## src/rtl/rst_seq_pkg.sv

```systemverilog
`default_nettype none
// ============================================================================
// Module  : rst_seq_pkg
// Purpose : Shared types for the reset/clock-enable sequencer.
// Rev     : 1.0  initial release
// ============================================================================
package rst_seq_pkg;

    localparam int MAX_DOMAINS = 64;
    localparam int DOM_IDX_W   = $clog2(MAX_DOMAINS);

    typedef enum logic [2:0] {
        ST_GATE = 3'd0,
        ST_HOLD = 3'd1,
        ST_EN   = 3'd2,
        ST_REL  = 3'd3,
        ST_DONE = 3'd4,
        ST_RUN  = 3'd5
    } state_t;

    typedef logic [DOM_IDX_W-1:0] dom_idx_t;

    function automatic int max2(input int a, input int b);
        return (a > b) ? a : b;
    endfunction

endpackage
`default_nettype wire

```

## src/rtl/rst_seq_timer.sv

```systemverilog
`default_nettype none
// ============================================================================
// Module  : rst_seq_timer
// Purpose : Loadable down-counter shared by the HOLD, EN and REL phases.
// Rev     : 1.0  initial release
// ============================================================================
module rst_seq_timer #(
    parameter int CNT_W = 4
) (
    input  logic             clk_i,
    input  logic             rst_i,
    input  logic             i_load,
    input  logic [CNT_W-1:0] i_load_val,
    input  logic             i_clr,
    output logic             o_expired,
    output logic             o_active
);

    logic [CNT_W-1:0] r_cnt;
    logic             r_active;

    // A cleared timer sits at zero but is not expired until it has been loaded.
    always_ff @(posedge clk_i) begin
        if (rst_i) begin
            r_cnt    <= '0;
            r_active <= 1'b0;
        end else if (i_load) begin
            r_cnt    <= i_load_val;
            r_active <= 1'b1;
        end else if (i_clr) begin
            r_cnt    <= '0;
            r_active <= 1'b0;
        end else if (r_active && (r_cnt != '0)) begin
            r_cnt    <= r_cnt - 1'b1;
        end
    end

    assign o_expired = r_active && (r_cnt == '0);
    assign o_active  = r_active;

endmodule
`default_nettype wire

```

## src/rtl/rst_seq_ctrl.sv

```systemverilog
`default_nettype none
// ============================================================================
// Module  : rst_seq_ctrl
// Purpose : Gates all domain clocks, holds resets, then releases domains in order.
// Rev     : 1.0  initial release
// ============================================================================
module rst_seq_ctrl
    import rst_seq_pkg::*;
#(
    parameter int NUM_DOMAINS = 4,
    parameter int HOLD_CYCLES = 8,
    parameter int GAP_CYCLES  = 2
) (
    input  logic                   clk_i,
    input  logic                   rst_i,
    input  logic                   req_i,
    output logic [NUM_DOMAINS-1:0] clk_en_o,
    output logic [NUM_DOMAINS-1:0] rst_no,
    output logic                   busy_o,
    output logic                   done_o
);

    localparam int CNT_W = $clog2(max2(HOLD_CYCLES, GAP_CYCLES) + 1);
    localparam logic [CNT_W-1:0]       c_hold_load = CNT_W'(HOLD_CYCLES - 1);
    localparam logic [CNT_W-1:0]       c_gap_load  = CNT_W'(GAP_CYCLES - 1);
    localparam logic [NUM_DOMAINS-1:0] c_one_hot0  = NUM_DOMAINS'(1);
    localparam dom_idx_t               c_last_idx  = dom_idx_t'(NUM_DOMAINS - 1);

    if (NUM_DOMAINS < 1 || NUM_DOMAINS > MAX_DOMAINS) begin : g_bad_domains
        $fatal(1, "rst_seq_ctrl: NUM_DOMAINS out of range");
    end
    if (HOLD_CYCLES < 1) begin : g_bad_hold
        $fatal(1, "rst_seq_ctrl: HOLD_CYCLES must be >= 1");
    end
    if (GAP_CYCLES < 1) begin : g_bad_gap
        $fatal(1, "rst_seq_ctrl: GAP_CYCLES must be >= 1");
    end

    state_t                 r_state, w_state_nxt;
    dom_idx_t               r_idx, w_idx_nxt;
    logic [NUM_DOMAINS-1:0] r_clk_en, w_clk_en_nxt;
    logic [NUM_DOMAINS-1:0] r_rst_n, w_rst_n_nxt;
    logic                   r_busy, w_busy_nxt;
    logic                   r_done, w_done_nxt;

    logic                   w_ld, w_clr, w_expired, w_active;
    logic [CNT_W-1:0]       w_ld_val;
    logic [NUM_DOMAINS-1:0] w_sel, w_sel_next;

    assign w_sel      = c_one_hot0 << r_idx;
    assign w_sel_next = w_sel << 1;

    rst_seq_timer #(
        .CNT_W (CNT_W)
    ) u_timer (
        .clk_i      (clk_i),
        .rst_i      (rst_i),
        .i_load     (w_ld),
        .i_load_val (w_ld_val),
        .i_clr      (w_clr),
        .o_expired  (w_expired),
        .o_active   (w_active)
    );

    always_ff @(posedge clk_i) begin
        if (rst_i) begin
            r_state  <= ST_HOLD;
            r_idx    <= '0;
            r_clk_en <= '0;
            r_rst_n  <= '0;
            r_busy   <= 1'b1;
            r_done   <= 1'b0;
        end else begin
            r_state  <= w_state_nxt;
            r_idx    <= w_idx_nxt;
            r_clk_en <= w_clk_en_nxt;
            r_rst_n  <= w_rst_n_nxt;
            r_busy   <= w_busy_nxt;
            r_done   <= w_done_nxt;
        end
    end

    always_comb begin
        w_state_nxt  = r_state;
        w_idx_nxt    = r_idx;
        w_clk_en_nxt = r_clk_en;
        w_rst_n_nxt  = r_rst_n;
        w_busy_nxt   = r_busy;
        w_done_nxt   = 1'b0;
        w_ld         = 1'b0;
        w_ld_val     = '0;
        w_clr        = 1'b0;

        // Clocks are cut first; resets follow one cycle later on entry to HOLD.
        if (req_i && (r_state != ST_GATE) && (r_state != ST_HOLD)) begin
            w_state_nxt  = ST_GATE;
            w_clk_en_nxt = '0;
            w_busy_nxt   = 1'b1;
            w_clr        = 1'b1;
        end else begin
            case (r_state)
                ST_GATE: begin
                    w_state_nxt  = ST_HOLD;
                    w_clk_en_nxt = '0;
                    w_rst_n_nxt  = '0;
                    if (req_i) begin
                        w_clr    = 1'b1;
                    end else begin
                        w_ld     = 1'b1;
                        w_ld_val = c_hold_load;
                    end
                end
                ST_HOLD: begin
                    if (req_i) begin
                        w_clr        = 1'b1;
                    end else if (w_expired) begin
                        w_state_nxt  = ST_EN;
                        w_idx_nxt    = '0;
                        w_clk_en_nxt = r_clk_en | c_one_hot0;
                        w_ld         = 1'b1;
                        w_ld_val     = c_gap_load;
                    end else if (!w_active) begin
                        w_ld         = 1'b1;
                        w_ld_val     = c_hold_load;
                    end
                end
                ST_EN: begin
                    if (w_expired) begin
                        w_state_nxt = ST_REL;
                        w_rst_n_nxt = r_rst_n | w_sel;
                        w_ld        = 1'b1;
                        w_ld_val    = c_gap_load;
                    end
                end
                ST_REL: begin
                    if (w_expired) begin
                        if (r_idx == c_last_idx) begin
                            w_state_nxt = ST_DONE;
                            w_done_nxt  = 1'b1;
                            w_busy_nxt  = 1'b0;
                            w_clr       = 1'b1;
                        end else begin
                            w_state_nxt  = ST_EN;
                            w_idx_nxt    = dom_idx_t'(r_idx + 1'b1);
                            w_clk_en_nxt = r_clk_en | w_sel_next;
                            w_ld         = 1'b1;
                            w_ld_val     = c_gap_load;
                        end
                    end
                end
                ST_DONE: w_state_nxt = ST_RUN;
                ST_RUN:  w_state_nxt = ST_RUN;
                default: w_state_nxt = ST_HOLD;
            endcase
        end
    end

    assign clk_en_o = r_clk_en;
    assign rst_no   = r_rst_n;
    assign busy_o   = r_busy;
    assign done_o   = r_done;

endmodule
`default_nettype wire
```

## config.mk

```make
export PLATFORM = sky130hd
export DESIGN_NAME = rst_seq_ctrl
export DESIGN_NICKNAME = d
export VERILOG_FILES = /design/src/rtl/rst_seq_pkg.sv /design/src/rtl/rst_seq_timer.sv /design/src/rtl/rst_seq_ctrl.sv
export SDC_FILE = /design/constraint.sdc
export NUM_CORES = 1
export LEC_CHECK = 0
export ABC_AREA = 1
export ABC_CLOCK_PERIOD_IN_PS = 2600
export CAP_MARGIN = 10
export CORE_UTILIZATION = 45
export CTS_CLUSTER_DIAMETER = 100
export DETAILED_ROUTE_END_ITERATION = 16
export GPL_TIMING_DRIVEN = 0
export PLACE_DENSITY = 0.76
export SETUP_SLACK_MARGIN = 0.02
export SYNTH_ARGS = -nofsm -noshare
export SYNTH_HDL_FRONTEND = slang
export SYNTH_HIERARCHICAL = 1
export SYNTH_SLANG_ARGS = --single-unit
```

## constraint.sdc

```tcl
create_clock -name clk_i -period 2.6 [get_ports clk_i]
set_input_delay 0.52 -clock clk_i [delete_from_list [all_inputs] [get_ports clk_i]]
set_output_delay 0.52 -clock clk_i [all_outputs]
set_load 0.01 [all_outputs]
```

==> results.md, run 1 <==
Routing:
- The detailed router put a total of 1380 um of wire on met1.
- The total DRC errors in the routed layout is 0.
- The detailed router used layers up to and including met4.
- Summed over all nets, wire length on met2 after detailed routing comes to 1160 um.
- The violation count after the first detailed-routing iteration is 34.
- The routed length on met3 is 123 um.
- The count of antenna-violating nets left after detailed routing is 0.
- The via-per-instance ratio is 5.07.
- After detailed routing, the total wire length is 2700 um.
- The detailed-route via count is 1292.
- The first detailed-routing pass took 4 iterations.
- In the final routed layout, each cell accounts on average for 10.6 um.

Worst setup path:
- The critical path required time is 2830 ps.
- The startpoint kind of the worst setup timing path is a flip-flop.
- STA puts the critical path data arrival time at 2380 ps.
- The critical-path maximum fanout is 9.
- The sort of element at the end of the critical path is a flip-flop.
- The critical path goes through inv_1, ha_1, nand3_1, nor2_1, inv_1, nand3_1, nand3_1, o21ai_0, nand2_1, inv_1, nor2_4, nand2_2, inv_1, nor2_1, nor2_1.
- The kind of cell with the highest combined delay along the critical path is simple AND/OR/NAND/NOR gates.
- The cell that appears most often on the critical path is sky130_fd_sc_hd__inv_1.
- The number of buffers and inverters on the critical path is 4.
- The worst-path cell with the longest stage delay is sky130_fd_sc_hd__dfxtp_1.
- In this design, the stage delay of the slowest critical-path cell is 320 ps.
- The critical path is of the flip-flop to flip-flop type.

Synthesis:
- The mapped netlist covers 1360 um2.
- The average footprint of a synthesized cell is 6.51 um2.
- In the post-synthesis netlist, the biggest area contributors are sky130_fd_sc_hd__dfxtp_1, sky130_fd_sc_hd__nand2_1, sky130_fd_sc_hd__nor2_1.
- Yosys mapped the design onto 25 distinct sky130hd cell types.
- The fraction of synthesized cell area taken by the top area cell type is 35.5%.
- Counting flops and latches in the post-synthesis netlist gives 24.
- Synthesis produced a netlist whose cell count is 208.
- For this run, the number of Yosys warnings is 6.
- The most used flip-flop cell after synthesis is sky130_fd_sc_hd__dfxtp_1.
- sky130_fd_sc_hd__nand2_1 is the most common cell in the netlist.
- The commonest cells after synthesis are sky130_fd_sc_hd__nand2_1, sky130_fd_sc_hd__nor2_1, sky130_fd_sc_hd__dfxtp_1, sky130_fd_sc_hd__inv_1, sky130_fd_sc_hd__a21oi_1.
- The number of enable-type register cells in the synthesized netlist is 0.
- The largest total area in the synthesized netlist belongs to sky130_fd_sc_hd__dfxtp_1.
- The share of the Yosys chip area taken by registers is 35.5%.
- The post-synth net total is 214.
- In the synthesized netlist the async set-or-reset flop fraction comes to 0%.

Timing:
- Setup total negative slack on the finished layout was measured at 0 ps.
- The count of endpoints failing hold in the final timing report was 0.
- The setup clock skew after layout is 1.42 ps.
- The ratio of final minimum period to clock period is 82.9%.
- Setup violations remaining at the end of the flow were counted as 0.
- Setup repair after global routing left no endpoint under its margin.
- The number of pins with negative max-slew slack in the final report is 0.
- The shortest period the worst path allows is 2160 ps.
- The peak clock frequency supported by timing is 464 MHz.

Run status:
- The flow ran to the end, and the final reports show no timing, DRC or antenna violations.

Pwr:
- The power density relative to cell area is 860 nW/um2.
- The static leakage power is 0.679 nW.
- The overall power consumption is 1.33 mW.
- The peak ir drop on the vdd network is 0.544 mV.

Clocking:
- After clock tree synthesis, the clock-pin slew on the worst setup and hold paths is 130 ps.
- The setup fix buffers added after clock tree synthesis is 0.
- The clock reaches the later pin of the worst-skew pair after 310 ps.
- The master cell of the clock root buffer is sky130_fd_sc_hd__clkbuf_4.
- The number of gates resized after CTS was 0.
- The maximum count of clock buffers along a single path is 2.
- Buffers inserted during clock tree synthesis total 3.
- In this run the number of H-tree levels came out at 1.
- Hold repair after CTS inserted 0 buffers.
- The tree built by TritonCTS fans out to 24 sinks.
- TritonCTS built the clock tree.

Global route:
- The sum of overflow across all layers after global routing is 0.
- Entering global routing, the biggest net connects 14 pins.
- The global-route wire length before repair is 4820 um.
- The via count of the first global-routing pass came to 1101.
- The initial antenna violation count was 0.
- The global routing usage summed across all routing layers is 18.7%.

Job:
- The number of maximum-capacitance constraint violations is 0.

Cells and area:
- In the final design database the tool counted 231 nets.
- The count of fill cells added during filler insertion is 290.
- Relative to the synthesized area, the layout overhead comes to 14.4%.
- The sequential cell area in the final layout is 480 um2.
- Cells with a size suffix above 1 make up 10.7% of the layout.
- The number of antenna diodes in the final layout is 0.
- The area of the multi-input gates is 766 um2.

Die:
- For this configuration, the core starts out at a cell density of 48.3%.
- The initialized floorplan defines 19 standard-cell rows.
- The core region is 2810 um2.
- The chip height is 56.9 um.
- The die covers 3230 um2.
- The chip width is 56.9 um.
- The I/O pin count is 13.

Place:
- Detailed placement ended at an HPWL of 2060 um.
- The count of input and output buffers is 12.
- The final estimated routing congestion in global placement is 0.905.

Min path:
- The path class of the tightest hold or removal check is flip-flop to flip-flop.
worst min-delay path, delay by kind of cell, from the launching register on:
| kind | cells | cell delay, ps |
|---|---|---|
| AO/OA/AOI/OAI | 1 | 40 |
| flip-flops | 1 | 350 |
| AND/OR/NAND/NOR | 1 | 70 |
cell usage in the layout, fill, tap and decap left out, types with 2 or more instances in the layout:
cell	n
sky130_fd_sc_hd__nand2_1	45
sky130_fd_sc_hd__nor2_1	41
sky130_fd_sc_hd__inv_1	24
sky130_fd_sc_hd__dfxtp_1	24
sky130_fd_sc_hd__a21oi_1	17
sky130_fd_sc_hd__nand3_1	13
sky130_fd_sc_hd__clkdlybuf4s50_1	12
sky130_fd_sc_hd__nor2_2	6
sky130_fd_sc_hd__nor3_1	5
sky130_fd_sc_hd__o21ai_0	4
sky130_fd_sc_hd__o21bai_1	3
sky130_fd_sc_hd__nand3_2	3
sky130_fd_sc_hd__nor2_4	3
sky130_fd_sc_hd__ha_1	3
sky130_fd_sc_hd__clkbuf_4	3
sky130_fd_sc_hd__buf_2	2
sky130_fd_sc_hd__and3_1	2
sky130_fd_sc_hd__nand2_2	2
sky130_fd_sc_hd__nand4_1	2
sky130_fd_sc_hd__o21ai_1	2
worst paths after layout:
path | start | end | slack (ps) | cells past startpoint
worst max-delay path | u_timer/r_cnt[0] | u_timer/r_cnt[2] | 440 | 15
worst min-delay path | rst_no[1] | rst_no[1] | 480 | 2
worst max register to register | u_timer/r_cnt[0] | u_timer/r_cnt[2] | 440 | 15
worst min register to register | rst_no[1] | rst_no[1] | 480 | 2
power breakdown:
group | leakage (nW) | switching, mW | total, mW | internal (mW)
clock | 0.0210 | 0.111 | 0.196 | 0.0855
combinational | 0.463 | 0.413 | 0.643 | 0.230
sequential | 0.195 | 0.0641 | 0.494 | 0.430
flip-flops by register name, summed over array words and instances, names as in the netlist:
name              count
busy_o                1
r_state               3
r_idx                 6
clk_en_o              4
u_timer/r_cnt         4
u_timer/o_active      1
rst_no                4
done_o                1
layer usage:
layer | track usage (%) | vias to the layer above
met5 | 0 | -
met4 | 5.23 | 0
met3 | 3.23 | 4
met2 | 27.9 | 28
met1 | 27.5 | 565
li1 | - | 695
per-stage QoR:
step	cell area (um2)	setup slack (ps)	instances	hold WS, ps	utilization (%)
floorplan	1360	781	208	486	-
global placement	1510	417	251	450	54.0
detailed placement	1510	408	251	457	54.0
CTS	1550	463	255	492	55.3
global route	1550	142	255	518	55.3
finish	1550	444	255	484	55.3
kinds of logic after synthesis:
family / share of synthesized area (%)
flops: 35.5
xor+xnor: 0.646
buf+inv: 8.03
simple gates: 41.5
other cells: 0.277
fa+ha+maj: 2.77
compound gates: 11.4
area by class of cell:
class / count / area share (%)
inverter: 26 / 6.38
clock buffer: 4 / 2.34
timing repair buffer: 12 / 7.75
multi-input combinational: 156 / 49.4
sequential: 24 / 31.0
buffer: 2 / 0.646
tap: 31 / 2.50
Power figures use the tool's default switching activity.
==> run 2, diff against run 1 <==
Settings changed: ABC_CLOCK_PERIOD_IN_PS 2600 to 1850, PLACE_DENSITY 0.76 to 0.79.
Clock period 2.6 ns to 1.85 ns, I/O delays scaled along.
==> run 2 against run 1 <==
The run now ends with design-rule violations left. Worst hold slack gained 3.3 ps. Core utilization is 7.5 points higher. Final area increased by 14%. Register-to-register slack got worse by 330 ps. Sequential cell count unchanged. Sequential power increased by 48%. Global-route usage is 0.76 points higher. Via count is 5.7% higher. Routed wire length increased by 14%. Clock-buffer cell count unchanged. Combinational power grew 82%. Clock power rose by 46%. Highest routed layer unchanged.
==> results.md, run 2 (same netlist as run 1, synthesis figures left out) <==
Clocking:
- The number of CTS-inserted buffers is 3.
- The clock tree from TritonCTS is done.
- Clock-pin slew was measured on the worst setup and hold paths at 140 ps.
- The H-tree depth reported by CTS is 1.
- CTS placed an instance of sky130_fd_sc_hd__clkbuf_4 at the clock tree root.
- The insertion delay to the later sink of the worst-skew pair is 320 ps.
- The hold buffer count at cts is 0.
- The sink count of the clock tree is 24.
- No sink is reached through more buffers than the 2 on the longest clock path.

Global route:
- Entering global routing, the biggest net connects 14 pins.
- The global-route wire length before repair is 5000 um.
- For this run the aggregate overflow at the end of global routing stands at 0.
- The global routing usage summed across all routing layers is 19.4%.
- The initial antenna violation count is 0.
- The via count of the first global-routing pass came to 1184.

Job:
- The tool flagged a number of max-cap violations equal to 0.

Cells and area:
- 0 antenna diodes ended up in the layout.
- After the flow finishes, the layout carries non-filler instances totaling 268.
- The fraction of final layout cells sized beyond drive strength 1 is 24.5%.
- The layout-stage area growth over the synthesis result is 30.0%.
- The area of the multi-input gates is 871 um2.
- The count of fill cells added during filler insertion is 238.
- The final net count is 244.
- The flip-flop count of the largest register after layout is 6.
- More flip-flops sit in one register than any other, and that register is r_idx.
- The sequential cell area in the final layout is 492 um2.
- At the end of the flow the core is filled with cells to 62.8%.
- Leaving out fill and tap cells, the most frequent cell in the layout is sky130_fd_sc_hd__nand2_1.
- The top cell types in the final layout, fill and taps aside, are sky130_fd_sc_hd__nand2_1, sky130_fd_sc_hd__nor2_1, sky130_fd_sc_hd__inv_1, sky130_fd_sc_hd__dfxtp_1, sky130_fd_sc_hd__a21oi_1.

Timing:
- The setup clock skew after layout is 4.60 ps.
- The worst path uses 93.9% of the clock period.
- The count of endpoints failing hold in the final timing report came to 0.
- Once routing completed, OpenROAD measured the worst setup slack at 112 ps.
- After routing, the total negative slack on setup checks comes to 0 ps.
- The number of failing setup endpoints in the final timing report is 0.
- Derived from the worst setup path, the maximum achievable clock frequency is 575 MHz.
- The number of pins with negative max-slew slack in the final report is 0.
- The shortest period the worst path allows is 1740 ps.

Routing:
- The detailed-router iteration count before antenna repair is 10.
- Dividing the detail-routed wire length by the instance count gives 11.5 um.
- For this block, the routed nets add up to 3090 um of wire.
- The total DRC errors in the routed layout is 4.
- The detailed-route via count is 1366.
- The violation count after the first detailed-routing iteration is 60.
- The via-per-instance ratio is 5.10.
- Once detail routing completed, the nets flagged for antenna violations numbered 0.

Worst setup path:
- The worst-path cell with the longest stage delay is sky130_fd_sc_hd__dfxtp_2.
- The worst register-to-register path has a depth of 14.
- The largest single stage delay on the critical path is 370 ps.
- At the worst endpoint, the arrival time is 1970 ps.
- The critical path is of the flip-flop to flip-flop type.
- The worst register-to-register path begins at u_timer/r_cnt[1].
- STA classifies the critical path startpoint as a flip-flop.
- Setup slack on the worst reg-to-reg path comes out at 110 ps.
- Traced cell by cell, the critical path runs through inv_2, ha_4, nand3_4, nor2_4, inv_2, nand3_2, nand3_1, o21ai_2, nand2_2, inv_4, nor2_4, nand2_2, o21ai_0, nor2_1.
- Together, buffers and inverters on the worst path number 3.
- Of all nets on the critical path, the largest fanout is 5.
- The worst register-to-register path ends at u_timer/r_cnt[1].
- At the worst endpoint, the required time is 2080 ps.
- The family with the most delay on the worst path is simple AND/OR/NAND/NOR gates.
- The sort of element at the end of the critical path is a flip-flop.

Die:
- The starting density of the core is 48.3%.
- The total area inside the core boundary comes to 2810 um2.
- The chip height is 56.9 um.
- The chip width is 56.9 um.
- The total die area is 3230 um2.
- In this run the count of I/O pins placed on the die edge is 13.
- The total number of placement rows is 19.

Place:
- The final estimated routing congestion in global placement is 0.952.
- After detailed placement, the design holds a cell count of 251.
- Once detailed placement completed, the half-perimeter wirelength came to 2020 um.
- The post-place setup slack is -260 ps.
- The count of input and output buffers is 12.

Min path:
- The type of the most critical hold path is flip-flop to flip-flop.
- For hold timing, the worst endpoint is rst_no[3].
- In this run the most critical hold path is launched from rst_no[3].
- Along the worst hold path, the cell count comes to 2.

Pwr:
- In this run the static leakage power is 0.754 nW.
- The overall power consumption is 2.19 mW.
- The peak ir drop on the vdd network is 0.686 mV.
- The power density relative to cell area is 1240 nW/um2.

Run status:
- The final reports fail on design-rule violations.
- The run finished, with violations left.
==> run 2: changes by cell type in the layout (fill, tap and decap cells not counted), sizes merged <==
cell / delta
buf: +12
nor2: +1
==> run 2: layer usage <==
layer  part of all wire, %  up-vias  wire length, um  GRT usage [%]
li1                      -      722                -              -
met1                    48      595             1480           27.5
met2                    44       41             1370           29.6
met3                   5.3        8              165           3.23
met4                   2.1        0               66           7.32
met5                     0        -                0              0
==> run 2: where the power goes <==
part           switching, mW  leakage (nW)  total, mW  internal, mW
sequential             0.111         0.197      0.730         0.619
combinational          0.686         0.536       1.17         0.488
clock                  0.166        0.0210      0.286         0.120
total                  0.963         0.754       2.19          1.23
==> run 2: final cells by class <==
cell class | count | area share [%]
Tap cell | 31 | 2.20
Timing Repair Buffer | 24 | 11.9
Buffer | 2 | 0.568
Clock buffer | 4 | 2.06
Inverter | 26 | 5.89
Multi-Input combinational cell | 157 | 49.4
Sequential cell | 24 | 27.9
==> run 2: worst max-delay path by stage <==
stage | from | to | slack (ps) | cells past startpoint
2_1_floorplan | u_timer/r_cnt[0] | u_timer/r_cnt[3] | 30 | 15
3_3_place_gp | u_timer/r_cnt[0] | u_timer/r_cnt[3] | -280 | 15
3_5_place_dp | u_timer/r_cnt[0] | u_timer/r_cnt[3] | -260 | 15
4_1_cts | u_timer/r_cnt[0] | u_timer/r_cnt[1] | 30 | 14
5_1_grt | r_idx[0] | u_timer/r_cnt[2] | -20 | 12
6_report | u_timer/r_cnt[1] | u_timer/r_cnt[1] | 110 | 14
==> run 2: per-stage QoR <==
step	cell area (um2)	hold WS, ps
after global placement	1510	457
final	1760	487
after floorplan	1360	437
after detailed placement	1510	457
after CTS	1640	494
after global routing	1760	519
==> run 2: repair_timing <==
item | CTS | global route
buffers inserted | 7 | 5
setup endpoints to repair | 12 | 11
cloned | 1 | 0
pin swaps | 3 | 7
gates resized for setup | 11 | 22
==> run 2: worst register-to-register path, stage by stage, from the launching register on <==
cell and delay [ps]:
sky130_fd_sc_hd__dfxtp_2 370, sky130_fd_sc_hd__inv_2 60, sky130_fd_sc_hd__ha_4 160, sky130_fd_sc_hd__nand3_4 70, sky130_fd_sc_hd__nor2_4 40, sky130_fd_sc_hd__inv_2 80
sky130_fd_sc_hd__nand3_2 70, sky130_fd_sc_hd__nand3_1 90, sky130_fd_sc_hd__o21ai_2 70, sky130_fd_sc_hd__nand2_2 90, sky130_fd_sc_hd__inv_4 60, sky130_fd_sc_hd__nor2_4 170
sky130_fd_sc_hd__nand2_2 100, sky130_fd_sc_hd__o21ai_0 170, sky130_fd_sc_hd__nor2_1 60
==> run 3, diff against run 2 <==
Settings changed: SYNTH_HIERARCHICAL 1 to not set.
==> run 3 against run 2 <==
The run now ends clean. Largest cell class unchanged. Final cell count decreased by 12%. Critical path depth decreased by 3. Clock-buffer cell count fell by 1. Sequential share of layout area up 3.5 points. Clock skew shrank 2.4 ps. First-iteration DRC count shrank 60%. Non-clock buffer count fell by 9. Synthesized cell count decreased by 10%.
==> results.md, run 3 <==
Pwr:
- Summed over all cells, the static leakage comes to 0.639 nW.
- The power density relative to cell area is 1280 nW/um2.
- The peak ir drop on the vdd network is 0.801 mV.

Routing:
- The total DRC errors in the routed layout is 0.
- The violation count after the first detailed-routing iteration is 24.
- The count of antenna-violating nets left after detailed routing is 0.
- In the final routed layout, each cell accounts on average for 11.2 um.
- The routed design has 2640 um of wire.
- The first detailed-routing pass took 4 iterations.
- The detailed-route via count is 1184.
- The via-per-instance ratio is 5.02.

Synthesis:
- Counting every net in the synthesized netlist gives 192.
- Synthesis handed over a netlist of 187 instances.
- Ranked by total cell area, the synthesized netlist is headed by sky130_fd_sc_hd__dfxtp_1, sky130_fd_sc_hd__nand2_1, sky130_fd_sc_hd__nor2_1.
- The count of state elements after synthesis is 24.
- The synthesized design devotes to its leading area cell type 36.8% of total area.
- The fraction of registers with async set or reset after synthesis is 0%.
- The number of warnings issued by yosys is 0.
- In the synthesized netlist the dominant register cell turns out to be sky130_fd_sc_hd__dfxtp_1.
- In this run, synthesis inferred 0 flip-flops with an integrated enable.
- The most numerous cell in the Yosys netlist is sky130_fd_sc_hd__nand2_1.
- Counting instances in the post-synthesis netlist gives the leading cell types as sky130_fd_sc_hd__nand2_1, sky130_fd_sc_hd__nor2_1, sky130_fd_sc_hd__dfxtp_1.
- The dominant cell type by area after synthesis is sky130_fd_sc_hd__dfxtp_1.
- The average footprint of a synthesized cell is 6.99 um2.
- The post-synthesis cell area is 1310 um2.
- For this run, the register share of the synthesized area comes to 36.8%.
- Counting distinct cell types in the post-synthesis netlist gives 26.

Timing:
- Measured against its own limit, the worst slew margin works out to 67.2%.
- The count of endpoints failing hold in the final timing report came to 0.
- The ratio of final minimum period to clock period is 91.0%.
- Setup repair after global routing could not meet its margin everywhere.
- The number of failing setup endpoints in the final timing report is 0.
- On the final layout, the worst clock skew is 2.17 ps.
- The shortest period the worst path allows is 1680 ps.
- For the pin with the worst max-slew slack, the measured transition is 492 ps.
- The number of pins with negative max-slew slack in the final report is 0.
- The peak clock frequency supported by timing is 594 MHz.

Die:
- The area inside the core boundary is 2760 um2.
- The I/O pin count is 13.
- The total die area is 3120 um2.
- Row generation in the floorplan step produced 19 rows.
- In this run the horizontal extent of the chip is 55.9 um.
- The initial utilization of the core area, before any placement, comes to 47.4%.
- The die is 55.9 um tall.

Place:
- The final estimated routing congestion in global placement is 0.852.
- The number of placed instances, taps included is 230.
- Port buffering added 12 buffers.
- Summed over all nets, the half-perimeter wirelength after detailed placement is 1960 um.

Min path:
- The worst min-delay path endpoint is busy_o.
- The worst hold path cell count is 2.
- The type of the most critical hold path is flip-flop to flip-flop.
- In this run the most critical hold path is launched from busy_o.

Clocking:
- The maximum count of clock buffers along a single path is 2.
- The hold buffer count at cts is 0.
- Clock-pin slew was measured on the worst setup and hold paths at 120 ps.
- The clock tree from TritonCTS is done.
- The H-tree depth reported by CTS is 1.
- The master cell of the clock root buffer is sky130_fd_sc_hd__clkbuf_4.
- The clock reaches the later pin of the worst-skew pair after 320 ps.
- The sink count of the clock tree is 24.
- The number of clock buffers added by TritonCTS is 3.

Worst setup path:
- The worst flop-to-flop path endpoint is r_idx[1].
- The startpoint kind of the worst setup timing path is a flip-flop.
- The critical path data arrival time is 1890 ps.
- The worst-path cell with the longest stage delay is sky130_fd_sc_hd__dfxtp_1.
- The critical path required time is 2060 ps.
- The beginning of the worst register-to-register path is u_timer.r_cnt[0].
- Of all nets on the critical path, the largest fanout is 8.
- In this design, the stage delay of the slowest critical-path cell is 350 ps.
- Counting cells, the worst reg-to-reg path comes to 11.
- The minimum setup slack among reg-to-reg paths is 170 ps.
- The critical path is of the flip-flop to flip-flop type.
- The number of buffers and inverters on the critical path is 1.
- The signal on the critical path passes through inv_2, ha_4, nand3_2, nor2_4, nand2_1, nand2_2, nand3_2, nor2_4, nand2_1, o21ai_0, nor2_1.
- In this design, the largest share of critical-path delay is due to simple AND/OR/NAND/NOR gates.
- The sort of element at the end of the critical path is a flip-flop.

Job:
- The tool flagged a number of max-cap violations equal to 0.

Cells and area:
- The final net count is 212.
- The register with the most flip-flops is r_idx.
- The count of fill cells added during filler insertion is 249.
- Summing all flip-flop and latch instances after layout gives 480 um2.
- The count of inserted antenna diode cells is 0.
- The final standard cell utilization of the core is 55.4%.
- From synthesis to final layout, the design area changed by 17.0%.
- Of the cells placed in the final design, the portion with a size suffix greater than 1 is 12.7%.
- The library cells used most frequently in the layout, excluding fill and tap cells, are sky130_fd_sc_hd__nand2_1, sky130_fd_sc_hd__nor2_1, sky130_fd_sc_hd__dfxtp_1, sky130_fd_sc_hd__a21oi_1, sky130_fd_sc_hd__inv_1.
- In the final layout, the multi-input gates occupy 753 um2.
- The count of cells in the finished layout, fillers not included, comes to 236.
- The most common cell after layout, fill and taps aside is sky130_fd_sc_hd__nand2_1.
- The flip-flop count of the largest register after layout is 6.

Global route:
- The global-route wire length before repair is 4440 um.
- The initial antenna violation count was 0.
- The via count of the first global-routing pass came to 1040.
- The total overflow left after global routing is 0.
- Entering global routing, the biggest net connects 13 pins.
- The global routing usage summed across all routing layers is 18.2%.

Run status:
- The flow ran to the end, and the final reports show no timing, DRC or antenna violations.
## run 3: changes by cell type after synthesis, moves of 4 or more
| cell | change |
|---|---|
| sky130_fd_sc_hd__nand2_1 | -9 |
| sky130_fd_sc_hd__inv_1 | -6 |
| sky130_fd_sc_hd__nor2_1 | -6 |
| sky130_fd_sc_hd__nand3_1 | -5 |
| sky130_fd_sc_hd__nor2_2 | -5 |
| sky130_fd_sc_hd__nand2_4 | +4 |
## run 3: cell type report
type                            count  area share, %
Timing Repair Buffer               15           9.34
Clock buffer                        3           1.47
Sequential cell                    24           31.4
Multi-Input combinational cell    141           49.3
Tap cell                           31           2.54
Buffer                              2          0.983
Inverter                           20           4.91
## run 3: cells by family after synthesis
group / after synthesis / share of synthesized area (%)
flip-flops: 24 / 36.8
XOR/XNOR: 5 / 3.35
AND/OR/NAND/NOR: 105 / 39.1
AO/OA/AOI/OAI: 29 / 12.0
adder cells (fa/ha/maj): 2 / 1.92
buffers and inverters: 22 / 6.90
## run 3: metal layers
metal / part of all wire [%] / wire (um) / track usage (%) / up-vias
li1: - / - / - / 644
met1: 50 / 1310 / 23.8 / 520
met2: 47 / 1230 / 29.3 / 15
met3: 1.7 / 46 / 2.79 / 5
met4: 1.9 / 49 / 9.06 / 0
met5: 0 / 0 / 0 / -
## run 3: through the flow
stage	setup TNS (ps)	instance area [um2]	power, mW	hold slack [ps]	worst slack, ps
3_3_place_gp	-974	1470	1.62	437	-189
6_report	0	1530	1.96	456	167
4_1_cts	0	1490	1.86	463	92.5
2_1_floorplan	0	1310	1.42	448	329
5_1_grt	0	1530	2.13	504	0.449
3_5_place_dp	-925	1470	1.63	440	-167
## run 3: worst max path at each step
stage,startpoint,endpoint,slack [ps],cells after the start
3_3_place_gp,req_i,r_idx[1],-190,8
2_1_floorplan,u_timer.r_cnt[0],r_idx[1],330,11
4_1_cts,u_timer.r_cnt[0],r_idx[1],90,11
3_5_place_dp,req_i,r_idx[1],-170,8
6_report,u_timer.r_cnt[0],r_idx[1],170,11
5_1_grt,u_timer.r_cnt[1],r_idx[1],0.4,11
## run 3: worst register-to-register path, delay by kind of cell (launching register included)
kind	cells	cell delay [ps]
AND/OR/NAND/NOR	8	910
buffers and inverters	1	80
AO/OA/AOI/OAI	1	80
flip-flops	1	350
adder cells (fa/ha/maj)	1	160
## run 3: report_power, final
group          switching [mW]  internal [mW]
sequential             0.0910          0.613
combinational           0.603          0.422
clock                   0.153         0.0764
total                   0.847           1.11
## run 3: repair_timing
action                                  4_1_cts  5_1_grt
buffers inserted                              0        3
gates resized for setup                       0        5
endpoints found under the setup margin        0       11
